<file path="src/rtl/integer_vector_dot_stream.sv">
// Streaming integer dot product. Each beat carries MULTS element pairs, and each
// element pair goes to its own lane. Each lane multiplies its pair and keeps a running
// sum. The beat that completes a vector folds the lane sums into the reduce
// register. The reduce register then feeds a range-checked output register that
// uses valid/ready handshaking.
module integer_vector_dot_stream #(
   parameter int BITS     = 16,
   parameter int LENGTH   = 10,
   parameter int MULTS    = 2,
   parameter int ACC_BITS = 2*BITS + $clog2(LENGTH),
   parameter int SIGNED   = 1,
   parameter int SATURATE = 1
) (
   input  logic                        clk,
   input  logic                        rstn,
   input  logic                        in_valid,
   output logic                        in_ready,
   input  logic [MULTS-1:0][BITS-1:0]  vector_a,
   input  logic [MULTS-1:0][BITS-1:0]  vector_b,
   output logic                        out_valid,
   input  logic                        out_ready,
   output logic [BITS-1:0]             c,
   output logic                        c_overflow
);

   localparam int BEATS = LENGTH / MULTS;
   localparam int CNT_W = (BEATS > 1) ? $clog2(BEATS) : 1;
   localparam logic [CNT_W-1:0] LAST_BEAT = CNT_W'(BEATS - 1);

   // A vector must split into whole beats.
   if (LENGTH % MULTS != 0) begin : g_bad_length
      $error("integer_vector_dot_stream: LENGTH must be a multiple of MULTS");
   end

   logic [CNT_W-1:0]                beat_reg;
   logic [MULTS-1:0][ACC_BITS-1:0]  lane_sum;
   logic [ACC_BITS-1:0]             red_next;
   logic [ACC_BITS-1:0]             red_reg;
   logic                            r_v_reg;
   logic                            out_valid_reg;
   logic [BITS-1:0]                 c_reg;
   logic                            ovf_reg;
   logic [BITS-1:0]                 c_next;
   logic                            ovf_next;
   logic                            accept;
   logic                            last_accept;
   logic                            o_load;
   logic                            o_take;

   // Back-pressure applies only when both R and O are occupied and O is not draining.
   assign in_ready    = !(r_v_reg && out_valid_reg && !out_ready);
   assign accept      = in_valid && in_ready;
   assign last_accept = accept && (beat_reg == LAST_BEAT);
   assign o_take      = out_valid_reg && out_ready;
   assign o_load      = r_v_reg && (!out_valid_reg || out_ready);

   // Per-lane multiplier and accumulator.
   for (genvar gi = 0; gi < MULTS; gi++) begin : g_lane
      logic [2*BITS-1:0]   prod;
      logic [ACC_BITS-1:0] prod_ext;
      logic [ACC_BITS-1:0] acc;

      if (SIGNED != 0) begin : g_signed
         assign prod     = (2*BITS)'($signed(vector_a[gi])) * (2*BITS)'($signed(vector_b[gi]));
         assign prod_ext = ACC_BITS'($signed(prod));
      end else begin : g_unsigned
         assign prod     = (2*BITS)'(vector_a[gi]) * (2*BITS)'(vector_b[gi]);
         assign prod_ext = ACC_BITS'(prod);
      end

      // Beat 0 restarts the sum, so no separate clear is needed between vectors.
      assign lane_sum[gi] = (beat_reg == '0) ? prod_ext : acc + prod_ext;

      // Lane accumulator advances on every accepted beat.
      always_ff @(posedge clk or negedge rstn) begin
         if (!rstn)       acc <= '0;
         else if (accept) acc <= lane_sum[gi];
      end
   end

   // Cross-lane reduction of the sums that include the current beat.
   always_comb begin
      red_next = '0;
      for (int i = 0; i < MULTS; i++) red_next = red_next + lane_sum[i];
   end

   // Range check: the sum fits BITS when every bit above the result field matches its sign (or is zero when unsigned).
   if (SIGNED != 0) begin : g_range_s
      logic [ACC_BITS-BITS:0] hi_bits;
      logic [BITS-1:0]        sat_val;
      assign hi_bits  = red_reg[ACC_BITS-1:BITS-1];
      assign ovf_next = !((&hi_bits) || !(|hi_bits));
      assign sat_val  = red_reg[ACC_BITS-1] ? {1'b1, {(BITS-1){1'b0}}} : {1'b0, {(BITS-1){1'b1}}};
      assign c_next   = (ovf_next && SATURATE != 0) ? sat_val : red_reg[BITS-1:0];
   end else begin : g_range_u
      assign ovf_next = |red_reg[ACC_BITS-1:BITS];
      assign c_next   = (ovf_next && SATURATE != 0) ? {BITS{1'b1}} : red_reg[BITS-1:0];
   end

   // The beat counter wraps after the last beat of each vector.
   always_ff @(posedge clk or negedge rstn) begin
      if (!rstn)            beat_reg <= '0;
      else if (last_accept) beat_reg <= '0;
      else if (accept)      beat_reg <= beat_reg + 1'b1;
   end

   // Reduce register R: a new last beat refills it even while its old content moves to O.
   always_ff @(posedge clk or negedge rstn) begin
      if (!rstn) begin
         red_reg <= '0;
         r_v_reg <= 1'b0;
      end else if (last_accept) begin
         red_reg <= red_next;
         r_v_reg <= 1'b1;
      end else if (o_load) begin
         r_v_reg <= 1'b0;
      end
   end

   // Output register O: it loads from R when free or draining, and it holds steady while stalled.
   always_ff @(posedge clk or negedge rstn) begin
      if (!rstn) begin
         out_valid_reg <= 1'b0;
         c_reg         <= '0;
         ovf_reg       <= 1'b0;
      end else if (o_load) begin
         out_valid_reg <= 1'b1;
         c_reg         <= c_next;
         ovf_reg       <= ovf_next;
      end else if (o_take) begin
         out_valid_reg <= 1'b0;
      end
   end

   assign out_valid  = out_valid_reg;
   assign c          = out_valid_reg ? c_reg : '0;
   assign c_overflow = out_valid_reg & ovf_reg;

endmodule

</file>
<file path="config.mk">
export PLATFORM = sky130hd
export DESIGN_NAME = integer_vector_dot_stream
export DESIGN_NICKNAME = d
export VERILOG_FILES = /design/src/rtl/integer_vector_dot_stream.sv
export SDC_FILE = /design/constraint.sdc
export NUM_CORES = 2
export LEC_CHECK = 0
export ABC_AREA = 1
export CAP_MARGIN = 20
export CORE_ASPECT_RATIO = 1.2
export CORE_UTILIZATION = 55
export DETAILED_ROUTE_END_ITERATION = 10
export PLACE_DENSITY = 0.76
export RECOVER_POWER = 100
export SLEW_MARGIN = 20
export SYNTH_ARGS = -nofsm -noshare
export SYNTH_HDL_FRONTEND = slang
export SYNTH_SLANG_ARGS = --single-unit
</file>
<file path="constraint.sdc">
create_clock -name clk -period 6.2 [get_ports clk]
set_input_delay 0.62 -clock clk [delete_from_list [all_inputs] [get_ports clk]]
set_output_delay 0.62 -clock clk [all_outputs]
set_load 0.005 [all_outputs]
</file>
==> results.yml, run 1 <==
synth:
  yosysUniqueCellTypes: 56
  synth-seq-area-share_pct: 9.682
  syn_area_mm2: 0.03360
  yosys_warnings: 0
  syn-num-nets: 5637
  synth_seq_cells: 130
  synth_top_area_share_pct: 31.40
  yosysTopAreaCell: "fa_1"
  yosys_most_used_dff: "dfrtp_1"
  synth-async-reset-ratio_pct: 100.0
  syn_area_per_cell_um2: 7.053
  ys_top_cells_by_area: "fa_1 (31%), nand2_1 (16%), inv_1 (13%), ha_1 (10%), dfrtp_1 (9.7%)"
  syn_inst: 4764
  synth_edf_count: 0
placed_design:
  gp_congestion: 0.9760
  hpwl_um: 82420
  io_buffers: 86
  placed_cell_area_mm2: 0.04224
  dp.cells: 6271
clock_network:
  clock_sinks: 130
  htreeDepth: 4
  cts_root_buf: "clkbuf_16"
  cts_buffers: 17
  cts_buffer_depth: 2
die:
  fp.dieH_um: 272.8
  initial_core_util_pct: 56.04
  io_pins: 87
  rows: 98
  die_w_um: 227.6
global_routing:
  grt_remaining_overflow: 149
  grt_max_degree: 91
  track_usage_pct: 70.15
run_status:
  flow.stopped_at: "global routing (5_1_grt)"
  error_line: "[ERROR GRT-0232] Routing congestion too high. Check the congestion heatmap in the GUI."
  run_status: "stopped before the end"
sta:
  crit_endpoint: "red_reg[31]$_DFFE_PN0P_/D"
  worst_endpoint_kind: "register input"
==> synthesized netlist by cell type (all sizes together) (9+ instances only) <==
library cell / count
a21o: 25
a21oi: 194
a31oi: 15
buf: 14
clkbuf: 147
dfrtp: 130
fa: 527
ha: 278
inv: 1185
nand2: 1462
nand3: 172
nand3b: 11
nand4: 34
nor2: 206
nor3: 18
nor4: 9
o21ai: 168
o21bai: 18
or2: 47
xnor2: 34
xor2: 35
==> metrics by stage <==
stage | setup TNS [ns] | utilization (%) | worst slack [ns]
floorplan | -49.44 | - | -1.945
global placement | -151.30 | 70.44 | -3.131
detailed placement | -154.52 | 70.45 | -3.138
CTS | -70.00 | 77.99 | -1.907
==> routing by layer <==
| layer | track usage, % | GRT overflow |
|---|---|---|
| met5 | 37.53 | 0 |
| met4 | 66.97 | 62 |
| met3 | 56.10 | 6 |
| met2 | 86.15 | 76 |
| met1 | 69.48 | 5 |
==> logic make-up after synthesis <==
kind of cell | synth area share (%)
buffers and inverters | 15.07
AND/OR/NAND/NOR | 24.17
adder cells (fa/ha/maj) | 41.75
AO/OA/AOI/OAI | 7.500
XOR/XNOR | 1.821
flip-flops | 9.682
==> timing repair <==
item	CTS
resized for setup	795
buffers inserted	208
hold buffers	0
pin swaps	339
gates cloned	11
endpoints found under the setup margin	84
==> run 2: changes to the inputs <==
- CORE_ASPECT_RATIO: 1.2 -> not set
- CORE_UTILIZATION: 55 -> 40
- PLACE_DENSITY: 0.76 -> not set
- PLACE_DENSITY_LB_ADDON: not set -> 0.15
==> run 2 against run 1 <==
Effect of this change:
- the flow now finishes, with violations (capacitance limit, slew limit, setup timing)
- area after synthesis is the same
- synthesized cell count did not move
==> results.yml, run 2 <==
worst_setup_path:
  max_stage_delay_ns: 0.57
  critical_path_arrival_ns: 8.71
  endpoint: "red_reg[34]$_DFFE_PN0P_"
  r2r-end: "red_reg[23]$_DFFE_PN0P_"
  cp.depth: 49
  critPathTopFamily: "adder cells"
  r2r-start: "g_lane[1].acc[0]$_DFFE_PN0P_"
  startpoint: "vector_a[28]"
  cp_slowest_cell: "fa_1"
  crit_top_cell: "nand2_1"
  crit_path_start_kind: "primary input"
  required_ns: 6.55
  r2r_slack_ns: 1.66
  cp_num_buf_inv: 14
  rr_worst_depth: 24
  end_kind: "flip-flop"
  crit_type: "in -> reg"
  path_max_fanout: 4
synth:
  syn_area_mm2: 0.03360
  synth_commonest_cells: "nand2_1 (1432), inv_1 (1172), fa_1 (527), ha_1 (278), nor2_1 (190)"
  synth_top_family_by_area: "adder cells"
  yosysMostFrequentCell: "nand2_1"
  synth_fa_ha_area_share_pct: 41.75
  yosys_warnings: 0
  yosysUniqueCellTypes: 56
  ys_top_cells_by_area: "fa_1 (31%), nand2_1 (16%), inv_1 (13%), ha_1 (10%), dfrtp_1 (9.7%)"
  syn_inst: 4764
  synth-simple-area-share_pct: 24.17
  synth_seq_cells: 130
  synth-seq-area-share_pct: 9.682
  synth_edf_count: 0
  yosys_most_used_dff: "dfrtp_1"
  syn-num-nets: 5637
  synth_compound_area_share_pct: 7.500
  synth_top_area_share_pct: 31.40
  yosysTopAreaCell: "fa_1"
  synth-async-reset-ratio_pct: 100.0
  synth-xor-area-share_pct: 1.821
  muxShareOfSynthArea_pct: 0
  syn_area_per_cell_um2: 7.053
detailed_routing:
  drc: 0
  drt_iter0_markers: 1677
  avgRoutedWirePerCell_um: 15.92
  vias: 33040
  first_pass_iters: 7
  vias_per_cell: 4.817
  drtAntennaViolNets: 0
  routed_wl_um: 109200
sta:
  fin_crit_sh_pct: 134.8
  hold_ws_ns: 0.4817
  fmax_ghz: 0.1196
  setup_ws_ns: -2.160
  relSlewSlack_pct: -155.6
  rsz0062_at_grt: "true"
  skew_ns: 0.01107
  drv_slew: 172
  finalHoldViolations: 0
  fin_crit_ns: 8.360
  tightest_slew_ns: 3.833
  setup_violations: 76
die:
  initial_core_util_pct: 40.66
  fp.dieH_um: 291.8
  coreArea_mm2: 0.08264
  io_pins: 87
  die_w_um: 291.8
  dieArea_mm2: 0.08516
  rows: 105
global_routing:
  grt_max_degree: 94
  grt_pass1_wl_um: 176400
  grt_remaining_overflow: 0
  antenna_found_initial: 0
  track_usage_pct: 25.94
  grt_pass1_vias: 34050
placed_design:
  dp_slack_ns: -3.607
  io_buffers: 86
  hpwl_um: 85410
  gp_congestion: 0.9692
clock_network:
  ctsHoldBuffers: 0
  tritoncts: "built"
  clock_sinks: 130
  htreeDepth: 4
  clkTransAtPathRegs_ns: 0.06
  cts_buffers: 17
  cts_buffer_depth: 2
  clk_latency_ns: 0.46
  cts_root_buf: "clkbuf_16"
run_status:
  run_status: "finished with violations"
  violations: "capacitance limit, slew limit, setup timing"
finish:
  syn_to_final_growth_pct: 48.86
  final_net_count: 6649
  fillers: 7361
  largest_register_ffs: 72
  antenna_cells: 0
  final_cell_mix: "nand2_1 (1126), inv_1 (1028), buf_4 (859)"
  layout_commonest_cell: "nand2_1"
  layout-drive-gt1-share_pct: 38.51
job:
  maxCapViolCount: 3
hold_path:
  worstHoldStart: "red_reg[0]$_DFFE_PN0P_"
  hp-class: "reg -> reg"
run 2: cell counts after synthesis:
No cell type changed its count.
run 2: worst register-to-register path, cell delays in order (launching register included):
cell and delay, ns:
dfrtp_1 0.36, ha_1 0.23, inv_1 0.10, fa_1 0.39, inv_1 0.08, nand2_1 0.11
a21oi_2 0.26, nand2_1 0.13, nand2_4 0.12, buf_4 0.14, a31oi_1 0.10, or2_4 0.27
a31oi_4 0.33, ha_4 0.29, a21oi_4 0.19, o21ai_2 0.09, a21oi_2 0.15, o21ai_4 0.10
a21oi_2 0.23, o21bai_4 0.11, a21oi_4 0.21, o21ai_2 0.09, or2_1 0.23, nand3_1 0.07
nand2_1 0.06
run 2: area by class of cell:
| class | count | area (µm²) | area share (%) |
|---|---|---|---|
| Multi-Input combinational cell | 3288 | 30400 | 60.78 |
| Clock buffer | 18 | 429.2 | 0.8581 |
| Timing Repair Buffer | 1154 | 9975 | 19.94 |
| Clock inverter | 13 | 128.9 | 0.2577 |
| Sequential cell | 130 | 3253 | 6.504 |
| Tap cell | 1070 | 1339 | 2.677 |
| Inverter | 1185 | 4491 | 8.978 |
run 2: what timing repair did:
item,CTS,global route
cloned,11,2
gates resized for setup,829,629
endpoints found under the setup margin,84,83
setup buffers,179,86
pin swaps,336,347
run 2: metrics by stage:
step	utilization, %	TNS, ns	cell area (µm²)	instances
6_report	60.53	-75.10	50020	6858
5_1_grt	60.53	-99.75	50020	6858
4_1_cts	57.39	-68.41	47430	6791
3_5_place_dp	51.94	-168.14	42920	6583
3_3_place_gp	51.94	-167.61	42920	6583
2_1_floorplan	-	-49.44	35550	4764
run 2: cell families (layout without fill, tap and decap cells):
group / Yosys count / count (layout)
compound gates: 448 / 448
xor+xnor: 69 / 69
fa+ha+maj: 805 / 805
buf+inv: 1346 / 2370
flops: 130 / 130
simple gates: 1966 / 1966
run 2: layer usage:
metal  up-vias  part of all wire, %  global-route usage [%]
li1      16130                    -                       -
met1     16140                   45                   35.74
met2       650                   49                   44.36
met3       119                  4.4                   2.588
met4         0                  1.9                   4.788
met5         -                    0                       0
run 2: worst min-delay path by stage:
| stage | endpoint | slack (ns) | cells past startpoint |
|---|---|---|---|
| 2_1_floorplan | beat_reg[0]$_DFFE_PN0P_ | 0.32 | 0 |
| 3_3_place_gp | g_lane[0].acc[27]$_DFFE_PN0P_ | 0.47 | 2 |
| 3_5_place_dp | red_reg[0]$_DFFE_PN0P_ | 0.47 | 2 |
| 4_1_cts | g_lane[0].acc[8]$_DFFE_PN0P_ | 0.19 | 1 |
| 5_1_grt | red_reg[0]$_DFFE_PN0P_ | 0.51 | 2 |
| 6_report | red_reg[0]$_DFFE_PN0P_ | 0.48 | 2 |
Power of run 2 is left out: the tool's default activity adds up to more than one toggle a clock period on the data nets, which glitch-free logic cannot reach.
